<file path="config.mk">
export PLATFORM = sky130hd
export DESIGN_NAME = booth_divider_seq
export DESIGN_NICKNAME = d
export VERILOG_FILES = /design/src/rtl/booth_div_pkg.sv /design/src/rtl/booth_div_step.sv /design/src/rtl/booth_divider_seq.sv
export SDC_FILE = /design/constraint.sdc
export NUM_CORES = 1
export LEC_CHECK = 0
export CORE_MARGIN = 3
export CORE_UTILIZATION = 40
export CTS_CLUSTER_SIZE = 10
export DETAILED_ROUTE_END_ITERATION = 8
export GPL_TIMING_DRIVEN = 0
export PLACE_DENSITY = 0.58
export SYNTH_ARGS = -nofsm -noshare
export SYNTH_HDL_FRONTEND = slang
export SYNTH_SLANG_ARGS = --single-unit
export TNS_END_PERCENT = 5
</file>
<file path="constraint.sdc">
create_clock -name clk -period 5.45 [get_ports clk]
set_input_delay 0.8175 -clock clk [delete_from_list [all_inputs] [get_ports clk]]
set_output_delay 0.8175 -clock clk [all_outputs]
set_load 0.02 [all_outputs]
</file>
<file path="src/rtl/booth_div_pkg.sv">
// Shared types and helpers for the sequential signed divider.
package booth_div_pkg;

   typedef enum logic [1:0] {
      IDLE = 2'd0,
      CALC = 2'd1,
      FIX  = 2'd2,
      DONE = 2'd3
   } state_e;

   // Iteration counter must hold the value WIDTH itself.
   function automatic int unsigned cnt_width(input int unsigned w);
      return $clog2(w + 1);
   endfunction

endpackage

</file>
<file path="src/rtl/booth_div_step.sv">
// One non-restoring division iteration: shift {P,Q}, add/subtract D, emit quotient bit.
module booth_div_step #(
   parameter int unsigned WIDTH = 8
) (
   input  logic [WIDTH:0]   p_i,
   input  logic [WIDTH-1:0] q_i,
   input  logic [WIDTH-1:0] d_i,
   output logic [WIDTH:0]   p_o,
   output logic [WIDTH-1:0] q_o
);

   logic [WIDTH:0] p_sh;
   logic [WIDTH:0] d_ext;

   always_comb begin
      p_sh  = {p_i[WIDTH-1:0], q_i[WIDTH-1]};
      d_ext = {1'b0, d_i};
      p_o   = p_sh - d_ext;
      // Negative partial remainder: restore by adding instead of subtracting
      if (p_i[WIDTH]) begin
         p_o = p_sh + d_ext;
      end
      q_o = {q_i[WIDTH-2:0], ~p_o[WIDTH]};
   end

endmodule

</file>
<file path="src/rtl/booth_divider_seq.sv">
// Sequential signed truncating divider (non-restoring, one bit per cycle).
// Optional zero-divisor short cut and flag enabled by DIV_ZERO_DETECT_EN.
module booth_divider_seq
   import booth_div_pkg::*;
#(
   parameter int unsigned WIDTH = 8
) (
   input  logic             clk,
   input  logic             rst,
   input  logic             start,
   input  logic [WIDTH-1:0] dividend,
   input  logic [WIDTH-1:0] divisor,
   output logic [WIDTH-1:0] quotient,
   output logic [WIDTH-1:0] remainder,
   output logic             busy,
   output logic             done,
   output logic             div_by_zero
);

   localparam int unsigned CW = cnt_width(WIDTH);

   state_e           state_q;
   logic [WIDTH:0]   p_q;
   logic [WIDTH-1:0] q_q;
   logic [WIDTH-1:0] d_q;
   logic [CW-1:0]    cnt_q;
   logic             qneg_q;
   logic             rneg_q;
   logic             dz_q;
   logic [WIDTH-1:0] quot_q;
   logic [WIDTH-1:0] rem_q;
   logic             busy_q;
   logic             done_q;
   logic             dzf_q;

   logic [WIDTH:0]   p_step_c;
   logic [WIDTH-1:0] q_step_c;
   logic [WIDTH-1:0] a_abs_c;
   logic [WIDTH-1:0] b_abs_c;
   logic [WIDTH-1:0] r_mag_c;
   logic [WIDTH-1:0] q_res_c;
   logic [WIDTH-1:0] r_res_c;
   logic             zero_div_c;
   logic             accept_c;

`ifdef DIV_ZERO_DETECT_EN
   assign zero_div_c = (divisor == '0);
`else
   assign zero_div_c = 1'b0;
`endif

   booth_div_step #(.WIDTH(WIDTH)) u_step (
      .p_i (p_q),
      .q_i (q_q),
      .d_i (d_q),
      .p_o (p_step_c),
      .q_o (q_step_c)
   );

   // Operand magnitudes and final sign/correction of the result.
   always_comb begin
      a_abs_c  = dividend[WIDTH-1] ? -dividend : dividend;
      b_abs_c  = divisor[WIDTH-1]  ? -divisor  : divisor;
      accept_c = start && ((state_q == IDLE) || (state_q == DONE));
      r_mag_c  = p_q[WIDTH] ? (p_q[WIDTH-1:0] + d_q) : p_q[WIDTH-1:0];
      q_res_c  = qneg_q ? -q_q : q_q;
      r_res_c  = rneg_q ? -r_mag_c : r_mag_c;
      // Zero divisor never iterated, so Q still holds |dividend|
      if (dz_q) begin
         q_res_c = '1;
         r_res_c = rneg_q ? -q_q : q_q;
      end
   end

   always_ff @(posedge clk) begin
      if (rst) begin
         state_q <= IDLE;
         p_q     <= '0;
         q_q     <= '0;
         d_q     <= '0;
         cnt_q   <= '0;
         qneg_q  <= 1'b0;
         rneg_q  <= 1'b0;
         dz_q    <= 1'b0;
         quot_q  <= '0;
         rem_q   <= '0;
         busy_q  <= 1'b0;
         done_q  <= 1'b0;
         dzf_q   <= 1'b0;
      end else begin
         done_q <= 1'b0;
         case (state_q)
            IDLE, DONE: begin
               state_q <= IDLE;
               if (accept_c) begin
                  p_q     <= '0;
                  q_q     <= a_abs_c;
                  d_q     <= b_abs_c;
                  cnt_q   <= CW'(WIDTH);
                  qneg_q  <= dividend[WIDTH-1] ^ divisor[WIDTH-1];
                  rneg_q  <= dividend[WIDTH-1];
                  dz_q    <= zero_div_c;
                  busy_q  <= 1'b1;
                  state_q <= zero_div_c ? FIX : CALC;
               end
            end
            CALC: begin
               p_q   <= p_step_c;
               q_q   <= q_step_c;
               cnt_q <= cnt_q - CW'(1);
               if (cnt_q == CW'(1)) begin
                  state_q <= FIX;
               end
            end
            FIX: begin
               quot_q  <= q_res_c;
               rem_q   <= r_res_c;
               dzf_q   <= dz_q;
               busy_q  <= 1'b0;
               done_q  <= 1'b1;
               state_q <= DONE;
            end
            default: state_q <= IDLE;
         endcase
      end
   end

   assign quotient    = quot_q;
   assign remainder   = rem_q;
   assign busy        = busy_q;
   assign done        = done_q;
   assign div_by_zero = dzf_q;

endmodule

</file>
=== Word level (Yosys, flattened, before mapping) ===
Index checks and enable logic that the tools add are counted.

* Register bits after elaboration: 51
* Input port bits: 19
* Output and inout port bits: 19
* Logic and storage cells: 54

* Add/sub/neg operators: 8
* Equality and inequality tests: 6
* Mux-type cells: 18
* Bitwise operators: 2
* Reductions and logical operators: 9

{| class="wikitable"
|+ Operators with widths
! kind !! count
|-
| 8-bit 2-to-1 mux || 6
|-
| 8-bit negator || 4
|-
| 9-bit 2-to-1 mux || 2
|-
| 9-bit one-hot mux with 2 select lines || 1
|-
| 8-bit one-hot mux with 2 select lines || 1
|-
| 9-bit by 8-bit adder with 9-bit output || 1
|-
| 9-bit by 8-bit subtractor with 9-bit output || 1
|-
| 8-bit adder || 1
|-
| 4-bit one-hot mux with 2 select lines || 1
|-
| 2-bit one-hot mux with 3 select lines || 1
|-
| 2-bit AND reduction || 3
|-
| 2-bit == test (second input constant) || 2
|-
| 4-bit by 1-bit == test with 1-bit output (second input constant) || 1
|-
| 4-bit 2-to-1 mux || 1
|-
| 2-bit != test (second input constant) || 2
|-
| 2-bit nonzero test || 2
|-
| 4-bit by 1-bit subtractor with 4-bit output (second input constant) || 1
|-
| 1-bit 2-to-1 mux || 3
|-
| 2-bit by 1-bit == test with 1-bit output (second input constant) || 1
|-
| 2-bit logical NOT || 1
|-
| 2-bit 2-to-1 mux || 1
|-
| 1-bit one-hot mux with 2 select lines || 1
|-
| 2-bit OR reduction || 1
|-
| 1-bit logical AND || 1
|-
| other kinds (3) || 3
|}

=== Logic depth before layout (Yosys ltp) ===
* Depth in word-level cells: 5
* Mapped depth: 13
* Depth with buffers taken out: 12

=== Hierarchy ===
From an unflattened synthesis, not the netlist that was laid out.

* Cell total of the unflattened synthesis: 438
* Area total of the unflattened synthesis: 3510.9 um^2

{| class="wikitable"
|+ Modules (own cells, without submodules)
! module !! times used !! cells an instance !! area each (um^2) !! sequential area each (um^2)
|-
| booth_divider_seq || 1 || 359 || 2901.5 || 1021.0
|-
| booth_div_step || 1 || 79 || 609.3 || 0.0
|}

=== Worst setup path before layout ===
No wires, ideal clock.

* Path kind: register -> register
* Start point: register p_q[8]
* End point: register q_q[0]
* Arrival time: 2.734 ns
* Slack: 2.620 ns
* Stages on the path, launching flop included: 13
* Period minus slack after synthesis: 2.830 ns
* Cells stage by stage: dfxtp_1 buf_2 buf_2 buf_2 mux2_2 fa_1 a21o_1 a21oi_1 o21ai_0 a31oi_1 xnor2_1 nand2_1 a221oi_1

* Longest elaborated chain between the ends: 3

{| class="wikitable"
|+ Ends and longest elaborated chain
! what !! line !! text
|-
| start: declaration || booth_divider_seq.sv:23 || <nowiki>logic [WIDTH:0] p_q;</nowiki>
|-
| start signal: assignment || booth_divider_seq.sv:108 || <nowiki>p_q <= p_step_c;</nowiki>
|-
| 9-bit 2-to-1 mux || booth_div_step.sv:20 || <nowiki>if (p_i[WIDTH]) begin</nowiki>
|-
| 1-bit NOT || booth_div_step.sv:23 || <nowiki>q_o = {q_i[WIDTH-2:0], ~p_o[WIDTH]};</nowiki>
|-
| 8-bit one-hot mux with 2 select lines || booth_divider_seq.sv:92 || <nowiki>case (state_q)</nowiki>
|-
| end signal: assignment || booth_divider_seq.sv:97 || <nowiki>q_q <= a_abs_c;</nowiki>
|-
| end signal: assignment || booth_divider_seq.sv:109 || <nowiki>q_q <= q_step_c;</nowiki>
|-
| end: declaration || booth_divider_seq.sv:24 || <nowiki>logic [WIDTH-1:0] q_q;</nowiki>
|}

Every way passes these cells.
A chain may end at the register's enable or synchronous reset.

=== Worst setup path in the final report ===
Same ends and word-level chain as after synthesis.

==> key figures <==
Die
  • Die Y: 98.3 um
  • Starting Density: 41.3%
  • Die Width: 98.3 um
  • Ports: 38
  • Cell Rows: 33
  • Core Box Area: just over 0.008 sq mm
  • Die area: 0.00966 sq mm

Status
  • Status: completed

Logic synthesis
  • Yosys warning total: 0
  • Top FF cell, synth: dfxtp_1
  • Ys async rst share: 0%
  • Distinct cells, synth: 56
  • Cells after Synth: 428
  • Netlist Area Pre-Place: 0.00341 sq mm
  • Leading area contributor after synthesis: dfxtp_1
  • Share of the synthesized area in the top cell type: between 20% and 30%
  • Flops & latches, synth: 51
  • Syn avg cell area: between 7 and 8 sq um
  • EDFF count, synth: 0
  • Synth top area cells: dfxtp_1 (30%), ha_1 (8.8%), nor2_1 (6.3%)
  • Seq/Total Area, Yosys: roughly 30%
  • Syn nets: 473

Power and ir drop
  • Lkg Pwr: roughly 1.5 nW
  • Final Total Pwr: about 1.9 mW
  • Peak supply drop: 0.250 mV
  • PwrDens: 473 mW/mm^2

Detailed routing
  • 1st-pass router iterations: 4
  • Vias per inst: 5.32
  • Antenna-violating nets left: 0
  • Vias after detailed routing: a little over 3,000
  • Residual DRC: 0
  • Final wirelength: just over 8000 um
  • WL/cell: 14.3 um
  • Iteration-0 DRC Markers: roughly 120

Timing
  • RSZ-0062 raised after global routing: no
  • Number of hold violations in the final report: 0
  • F_max: 0.309 GHz
  • Least-Margin Pin Slew: 0.759 ns
  • Layout Skew: around 0.007 ns
  • Final setup viols: 0
  • Final slew viol count: 0
  • Max transition margin: 49.1%
  • Setup TNS: 0 ns
  • Post-layout minimum cycle time: 3.24 ns
  • Final worst-path cycle share: 59.4%

Clock network
  • CTS tree: done
  • Clock Latency Late Sink: 0.30 ns
  • Total CTS buffers: 5
  • Sink Count: 51
  • Clock transition at path regs: 0.10 ns
  • CTS Hold Bufs: 0
  • CTS Buffer Depth: 2
  • CTS resizes: 0
  • Clock Tree Root: clkbuf_8
  • H-tree depth: 2
  • Buffer count from post-CTS setup fixing: 0

GRT
  • Vias in the first global route: about 2,800
  • Largest net degree at the start of global routing: 17
  • Number of antenna violations at the first check in global routing: 0
  • Overall routing resource usage: 17.2%
  • First-pass GRT wire length: 13,700 um
  • Grt ovf: 0

Worst setup path
  • Max incr delay on CP: 0.43 ns
  • CP cell instances: buf_2 > buf_2 > buf_2 > mux2_2 > fa_1 > a21o_1 > a21oi_1 > o21ai_0 > a31oi_1 > xnor2_1 > nand2_1 > a221oi_1
  • Critical path data arrival time: roughly 3.5 ns
  • WP data required: 5.67 ns
  • Crit path capture type: flop
  • Critical-path maximum fanout: 10
  • Critical path's slowest cell: fa_1
  • CP startpoint kind: flop
  • Crit-path most repeated cell: buf_2
  • WS Path Type: flop to flop

Finish
  • Layout area overhead: 16.2%
  • Nets: 513
  • N_diodes: 0
  • Layout cells sized above 1: under 10%
  • Commonest non-fill, non-tap cell in the layout: nor2_1
  • Most frequent cells in the layout: nor2_1 (57), dfxtp_1 (51), nand2_1 (37)

Placement
  • Gp weighted congestion: 0.829
  • Detailed Place HPWL: 6470 um
  • Port bufs: 33

Hold path
  • Worst hold path type: flop to flop

Run
  • Maxcap violations: 0
==> worst paths after layout <==
path           startpoint            to  slack [ns]  cells after the start
max                p_q[8]        q_q[0]        2.21                     12
min          remainder[6]  remainder[6]        0.45                      2
max reg2reg        p_q[8]        q_q[0]        2.21                     12
min reg2reg  remainder[6]  remainder[6]        0.45                      2
==> through the flow <==
stage / instances / util, % / area, sq um / hold WS (ns) / worst slack [ns]
after floorplan: 428 / - / 3410 / 0.445 / 2.62
after global placement: 566 / 46.9 / 3870 / 0.443 / 2.25
after detailed placement: 566 / 46.9 / 3870 / 0.444 / 2.25
after CTS: 574 / 47.9 / 3960 / 0.460 / 2.22
after global routing: 574 / 47.9 / 3960 / 0.492 / 1.91
final: 574 / 47.9 / 3960 / 0.453 / 2.21
==> logic make-up after synthesis <==
kind of cell             share of synthesized area [%]
flip-flops                                        30.0
XOR/XNOR                                          9.51
AND/OR/NAND/NOR                                   20.8
multiplexers                                      3.56
adder cells (fa/ha/maj)                           9.99
AO/OA/AOI/OAI                                     21.0
other                                            0.110
buffers and inverters                             5.03
==> cells in the mapped netlist (all sizes together), types with 11 or more instances <==
cell type  number
a211oi         22
a21oi          26
clkbuf         16
dfxtp          51
ha             24
inv            20
mux2i          11
nand2          37
nor2           57
nor3           12
o21ai          19
xnor2          15
xor2           22
==> final cells by class <==
cell class | instances | area, sq um
Buffer | 23 | 96.3
Clock buffer | 5 | 68.8
Clock inverter | 3 | 20.0
Fill cell | 846 | 4300
Inverter | 20 | 75.1
Multi-Input combinational cell | 334 | 2220
Sequential cell | 51 | 1020
Tap cell | 105 | 131
Timing Repair Buffer | 33 | 330
==> power breakdown <==
group          switching (mW)  total, mW  internal [mW]
Combinational           0.605       1.07          0.462
Sequential              0.110      0.586          0.476
Clock                   0.131      0.221         0.0897
==> layer usage <==
metal / routed length [um] / global-route usage [%] / vias up
li1: - / - / 1578
met1: 4090 / 24.4 / 1407
met2: 3670 / 28.1 / 61
met3: 371 / 2.79 / 8
met4: 78 / 2.84 / 0
met5: 0 / 0 / -
==> sequential cells by signal (all words and copies together) (netlist names) <==
register	flops
rneg_q	1
state_q	2
quotient	8
qneg_q	1
q_q	8
cnt_q	4
d_q	8
p_q	9
busy	1
remainder	8
done	1
==> critical path, delay by kind of cell, from the launching register on <==
kind                     cells  cell delay, ns
AO/OA/AOI/OAI                5            1.05
XOR/XNOR                     1            0.20
adder cells (fa/ha/maj)      1            0.43
buffers and inverters        3            0.67
flip-flops                   1            0.31
multiplexers                 1            0.39
AND/OR/NAND/NOR              1            0.09
No activity file was read; power rests on OpenSTA's default activity.
